<file path="src/rtl/holy_core_pkg.sv">
// Shared types for the AXI transaction scheduler.
// Holds the FSM states, owner encoding and arbitration helper.
package holy_core_pkg;

  typedef enum logic [1:0] {
    IDLE = 2'd0,
    ADDR = 2'd1,
    DATA = 2'd2
  } arb_state_t;

  typedef enum logic {
    OWNER_I = 1'b0,
    OWNER_D = 1'b1
  } arb_owner_t;

  // On conflict the side not served last wins.
  function automatic arb_owner_t rr_pick(
    input logic       i_req,
    input logic       d_req,
    input arb_owner_t last
  );
    if (i_req && d_req)
      return (last == OWNER_I) ? OWNER_D : OWNER_I;
    else if (d_req)
      return OWNER_D;
    else
      return OWNER_I;
  endfunction

endpackage

</file>
<file path="src/rtl/txn_watchdog.sv">
// Saturating no-progress counter for a held grant.
// Expires after TIMEOUT_CYCLES quiet cycles.
module txn_watchdog #(
  parameter int TIMEOUT_CYCLES = 1024
) (
  input  logic clk,
  input  logic rst_n,
  input  logic run,
  input  logic clear,
  output logic expire
);

  localparam int CW =
    (TIMEOUT_CYCLES > 1) ? $clog2(TIMEOUT_CYCLES) : 1;
  localparam logic [CW-1:0] MAX = CW'(TIMEOUT_CYCLES - 1);

  logic [CW-1:0] cnt;

  always_ff @(posedge clk or negedge rst_n) begin
    if (!rst_n)
      cnt <= '0;
    else if (!run || clear)
      cnt <= '0;
    else if (cnt != MAX)
      cnt <= cnt + CW'(1);
  end

  assign expire = run && !clear && (cnt == MAX);

endmodule

</file>
<file path="src/rtl/axi_txn_scheduler.sv">
// Arbitrates the shared AXI master between I and D caches.
// Tracks one transaction at a time through ADDR and DATA.
module axi_txn_scheduler
  import holy_core_pkg::*;
#(
  parameter int TIMEOUT_CYCLES = 1024
) (
  input  logic clk,
  input  logic rst_n,
  input  logic i_req,
  input  logic i_write,
  input  logic d_req,
  input  logic d_write,
  input  logic ar_hs,
  input  logic r_last_hs,
  input  logic aw_hs,
  input  logic w_last_hs,
  input  logic b_hs,
  output logic grant_i,
  output logic grant_d,
  output logic owner,
  output logic bus_busy,
  output logic timeout_err
);

  arb_state_t state, state_n;
  arb_owner_t own, own_n;
  arb_owner_t last, last_n;
  logic wr, wr_n;
  logic w_done, w_done_n;
  logic b_done, b_done_n;
  logic err, err_n;
  logic own_req, w_seen, b_seen;
  logic any_hs, expire;

  assign any_hs = ar_hs | r_last_hs | aw_hs
                | w_last_hs | b_hs;
  assign own_req = (own == OWNER_D) ? d_req : i_req;
  assign w_seen = w_done | w_last_hs;
  assign b_seen = b_done | b_hs;

  txn_watchdog #(
    .TIMEOUT_CYCLES(TIMEOUT_CYCLES)
  ) u_wdog (
    .clk   (clk),
    .rst_n (rst_n),
    .run   (state != IDLE),
    .clear (any_hs),
    .expire(expire)
  );

  always_comb begin
    state_n  = state;
    own_n    = own;
    last_n   = last;
    wr_n     = wr;
    w_done_n = w_done;
    b_done_n = b_done;
    err_n    = err;
    case (state)
      IDLE: begin
        w_done_n = 1'b0;
        b_done_n = 1'b0;
        if (i_req || d_req) begin
          own_n   = rr_pick(i_req, d_req, last);
          last_n  = own_n;
          wr_n    = (own_n == OWNER_D) ? d_write : i_write;
          state_n = ADDR;
        end
      end
      ADDR: begin
        if (wr) begin
          w_done_n = w_seen;
          b_done_n = b_seen;
        end
        if (wr ? aw_hs : ar_hs)
          state_n = DATA;
        else if (!own_req)
          state_n = IDLE;
      end
      DATA: begin
        if (wr) begin
          w_done_n = w_seen;
          b_done_n = b_seen;
          if (w_seen && b_seen)
            state_n = IDLE;
        end else if (r_last_hs) begin
          state_n = IDLE;
        end
      end
      default: state_n = IDLE;
    endcase
    if (expire) begin
      state_n = IDLE;
      err_n   = 1'b1;
    end
  end

  always_ff @(posedge clk or negedge rst_n) begin
    if (!rst_n) begin
      state   <= IDLE;
      own     <= OWNER_I;
      last    <= OWNER_I;
      wr      <= 1'b0;
      w_done  <= 1'b0;
      b_done  <= 1'b0;
      err     <= 1'b0;
      grant_i <= 1'b0;
      grant_d <= 1'b0;
    end else begin
      state   <= state_n;
      own     <= own_n;
      last    <= last_n;
      wr      <= wr_n;
      w_done  <= w_done_n;
      b_done  <= b_done_n;
      err     <= err_n;
      grant_i <= (state_n != IDLE) && (own_n == OWNER_I);
      grant_d <= (state_n != IDLE) && (own_n == OWNER_D);
    end
  end

  assign owner       = own;
  assign bus_busy    = (state != IDLE);
  assign timeout_err = err;

endmodule

</file>
<file path="config.mk">
export PLATFORM = sky130hd
export DESIGN_NAME = axi_txn_scheduler
export DESIGN_NICKNAME = d
export VERILOG_FILES = /design/src/rtl/holy_core_pkg.sv /design/src/rtl/txn_watchdog.sv /design/src/rtl/axi_txn_scheduler.sv
export SDC_FILE = /design/constraint.sdc
export NUM_CORES = 1
export LEC_CHECK = 0
export CAP_MARGIN = 20
export CELL_PAD_IN_SITES_DETAIL_PLACEMENT = 1
export CELL_PAD_IN_SITES_GLOBAL_PLACEMENT = 2
export CORE_ASPECT_RATIO = 2
export CORE_MARGIN = 8
export CORE_UTILIZATION = 33
export CTS_CLUSTER_SIZE = 20
export DETAILED_ROUTE_END_ITERATION = 8
export PLACE_DENSITY = 0.87
export SLEW_MARGIN = 20
export SYNTH_ARGS = -nofsm -noshare
export SYNTH_HDL_FRONTEND = slang
export SYNTH_SLANG_ARGS = --single-unit
</file>
<file path="constraint.sdc">
create_clock -name clk -period 2.2 [get_ports clk]
set_clock_uncertainty 0.2 [all_clocks]
set_input_delay 0.22 -clock clk [delete_from_list [all_inputs] [get_ports clk]]
set_output_delay 0.22 -clock clk [all_outputs]
set_load 0.02 [all_outputs]
</file>
==> summary.md <==
| Metric | Value |
|---|---|
| DIE HEIGHT | `97.7 um` |
| Initial standard-cell utilization of the core | `34.5%` |
| Register with the most flip-flops | `u_wdog.cnt` |
| Mapped Cells | `110` |
| Cell type of the slowest stage on the worst timing path | `sky130_fd_sc_hd__dfrtp_1` |
| Average cell area after synthesis | `10.0 um^2` |
| Max FFs per register | `10` |
| Pleak | `0.000606 uW` |
| Post-synth cell types | `36` |
| Number of fill cells in the layout | `381` |
| Endpoints failing setup | `0` |
| Routed via count | `936` |
| Total Die Area | `5550 um^2` |
| Maximum count of clock buffers along a single path | `2` |
| Maximum ir drop on the vdd rail | `0.469 mV` |
| Combinational family with the most area after synthesis | `simple AND/OR/NAND/NOR gates` |
| Share of synthesized area spent on multiplexers | `4.66%` |
| Total count of hold-check failures in the final report | `0` |
| Min-Delay Path Class | `input port to async pin` |
| Die width | `56.8 um` |
| Post CTS Setup Buffer Count | `0` |
| Clock latency on the worst-skew pair | `0.26 ns` |
| Share of synthesized registers carrying an async set or reset | `100%` |
| Reg area | `500 um^2` |
| TNS Setup | `0 ns` |
| H-tree depth | `1` |
| Total Wirelength | `2910 um` |
| Worst setup path startpoint | `state[1]` |
| WP buf/inv | `3` |
| Post-synth top area share | `45.5%` |
| Final antenna diode count | `0` |
| Kind of end point of the critical path | `output pin` |
| IO buf count | `15` |
| Chain of cells forming the critical path | `inv_1 > ha_1 > inv_1 > dlygate4sd2_1` |
| Upper clock frequency limit | `0.504 GHz` |
| Crit path largest cell delay | `0.39 ns` |
| Detailed Place HPWL | `2380 um` |
| Residual overflow from global routing | `0` |
| CTS Sinks | `20` |
| Pin count of the biggest net entering global routing | `21` |
| RD Place Congestion | `0.750` |
| Starting DRT DRC Count | `7` |
| Top Registers | `u_wdog.cnt x10, state x2` |
| Critical path's top delay family | `buffers and inverters` |
| Synth area leaders | `sky130_fd_sc_hd__dfrtp_1, sky130_fd_sc_hd__ha_1, sky130_fd_sc_hd__a21oi_1` |
| Core Box Area | `3190 um^2` |
| Ratio of cells with drive above 1 in the final layout | `13.0%` |
| CP max FO | `9` |
| Setup repair after global routing missed its margin | `no` |
| Post-route antenna net violation count | `0` |
| Drt pass-1 iters | `2` |
| Clock-pin slew reported for the worst setup and hold paths after clock tree synthesis | `0.08 ns` |
| Total power density per cell area | `962 nW/um^2` |
| Cell with the most instances on the worst path | `sky130_fd_sc_hd__inv_1` |
| Worst max-slew margin expressed relative to the limit | `72.4%` |
| Post-Syn Nets | `126` |
| Register area share after synthesis | `45.5%` |
| Average vias per placed instance | `5.78` |
| Most frequent cell after synthesis | `sky130_fd_sc_hd__dfrtp_1` |
| Dominant register cell in the synthesized netlist | `sky130_fd_sc_hd__dfrtp_1` |
| Row count | `29` |
| Post-layout min period | `1.99 ns` |
| Period utilisation layout | `90.3%` |
| Adder and majority gate portion of the synthesized area | `5.68%` |
| Total standard cell area after synthesis | `1100 um^2` |
| Category of the most critical setup path | `flip-flop to output pin` |
| Top cell type by total area after synthesis | `sky130_fd_sc_hd__dfrtp_1` |
| Area fraction in compound gates after synthesis | `17.8%` |
| RR Startpoint | `u_wdog.cnt[0]` |
| Number of ports placed on the die boundary | `16` |
| Wire length of the first global-routing pass | `5050 um` |
| Total DRC errors in the routed layout | `0` |
| Gr usage total | `11.2%` |
| Most numerous cell types in the synthesized netlist | `sky130_fd_sc_hd__dfrtp_1, sky130_fd_sc_hd__nor2_1, sky130_fd_sc_hd__a21oi_1` |
| Total power consumption of the routed design | `1320 uW` |
| Layout-stage area growth over the synthesis result | `24.4%` |
| Synthesis warning total | `0` |
| Antenna violations before repair | `0` |
| Setup crit start kind | `flip-flop` |
| Multi-input gate area | `567 um^2` |
| Max Cap Violations | `0` |
| Number of nets at the end of the flow | `148` |
| Wire length per cell after detailed routing | `18.0 um` |
| Least-Margin Pin Slew | `0.411 ns` |
| Total of flip-flops plus latches after synthesis | `20` |
| Post-synth EDFFs | `0` |
| Number of buffers created by CTS | `3` |
| CTS tree | `built` |
| Result of the run | `completed` |
| Critical Path AT | `1.57 ns` |
| Vias in the first global route | `1088` |
| Worst Path Required | `1.78 ns` |
| Share of the synthesized netlist area taken by xor and xnor gates | `1.59%` |
| Simple-Gate Fraction of Synth Area | `21.7%` |
| CTS Root Cell | `sky130_fd_sc_hd__clkbuf_8` |
| Final Max Tran Viols | `0` |
-- power breakdown --
part | switching (uW) | internal, uW | leakage, uW
registers | 67.3 | 447 | 0.000267
clock network | 126 | 160 | 0.0000288
logic | 294 | 226 | 0.000311
-- metal layers --
metal	vias up	part of all wire, %	global-route usage (%)
met2	16	60	22.2
met1	470	35	10.0
li1	443	-	-
met5	-	0	0
met4	0	2.8	5.82
met3	7	1.8	1.57
-- final cells by class --
| class | instances | share of cell area, % |
|---|---|---|
| tap | 31 | 2.83 |
| sequential | 20 | 36.5 |
| inverter | 6 | 1.64 |
| timing repair buffer | 20 | 13.6 |
| clock buffer | 4 | 4.02 |
| multi-input combinational | 81 | 41.4 |
-- path summary, 6_finish.rpt --
path,endpoint,slack (ns),depth (start not counted)
worst max-delay path,bus_busy,0.21,4
worst min-delay path,u_wdog.cnt[4],0.10,2
worst max register to register,grant_d,0.22,5
worst min register to register,timeout_err,0.30,1
max in group asynchronous,last,1.48,2
min in group clk,timeout_err,0.30,1
-- cells by family (layout without fill, tap and decap cells) --
logic type	after synthesis	after routing
simple gates	40	40
compound gates	29	29
flops	20	20
buf+inv	9	30
fa+ha+maj	5	5
mux	5	5
xor+xnor	2	2
-- placed cells by master (no fill, tap or decap), types with 2 or more instances in the layout --
cell / instances
sky130_fd_sc_hd__nand4_1: 2
sky130_fd_sc_hd__ha_1: 5
sky130_fd_sc_hd__and3_1: 5
sky130_fd_sc_hd__a31oi_1: 2
sky130_fd_sc_hd__nand3_1: 2
sky130_fd_sc_hd__buf_4: 5
sky130_fd_sc_hd__o21ai_0: 3
sky130_fd_sc_hd__nand2_1: 8
sky130_fd_sc_hd__nor3_1: 3
sky130_fd_sc_hd__a211oi_1: 4
sky130_fd_sc_hd__dfrtp_1: 20
sky130_fd_sc_hd__o31ai_1: 2
sky130_fd_sc_hd__nor2_1: 10
sky130_fd_sc_hd__clkdlybuf4s50_1: 14
sky130_fd_sc_hd__xnor2_1: 2
sky130_fd_sc_hd__mux2i_1: 4
sky130_fd_sc_hd__inv_1: 6
sky130_fd_sc_hd__o21bai_1: 2
sky130_fd_sc_hd__a21oi_1: 9
sky130_fd_sc_hd__clkbuf_8: 4
-- stage by stage --
stage	instances	worst slack (ns)	cell area [um^2]	hold slack, ns	util, %
final	162	0.214	1370	0.104	42.9
after global routing	162	0.103	1370	0.144	42.9
after CTS	162	0.189	1370	0.106	42.9
after detailed placement	158	0.129	1320	0.287	41.2
after global placement	158	0.234	1320	0.272	41.2
after floorplan	110	0.410	1100	-0.276	-
-- what timing repair did --
item / CTS / global route
setup endpoints to repair: 1 / 0
gates resized for setup: 1 / 0
endpoints found under the hold margin: 0 / 0
hold buffers: 0 / 0
Power figures use the tool's default switching activity.
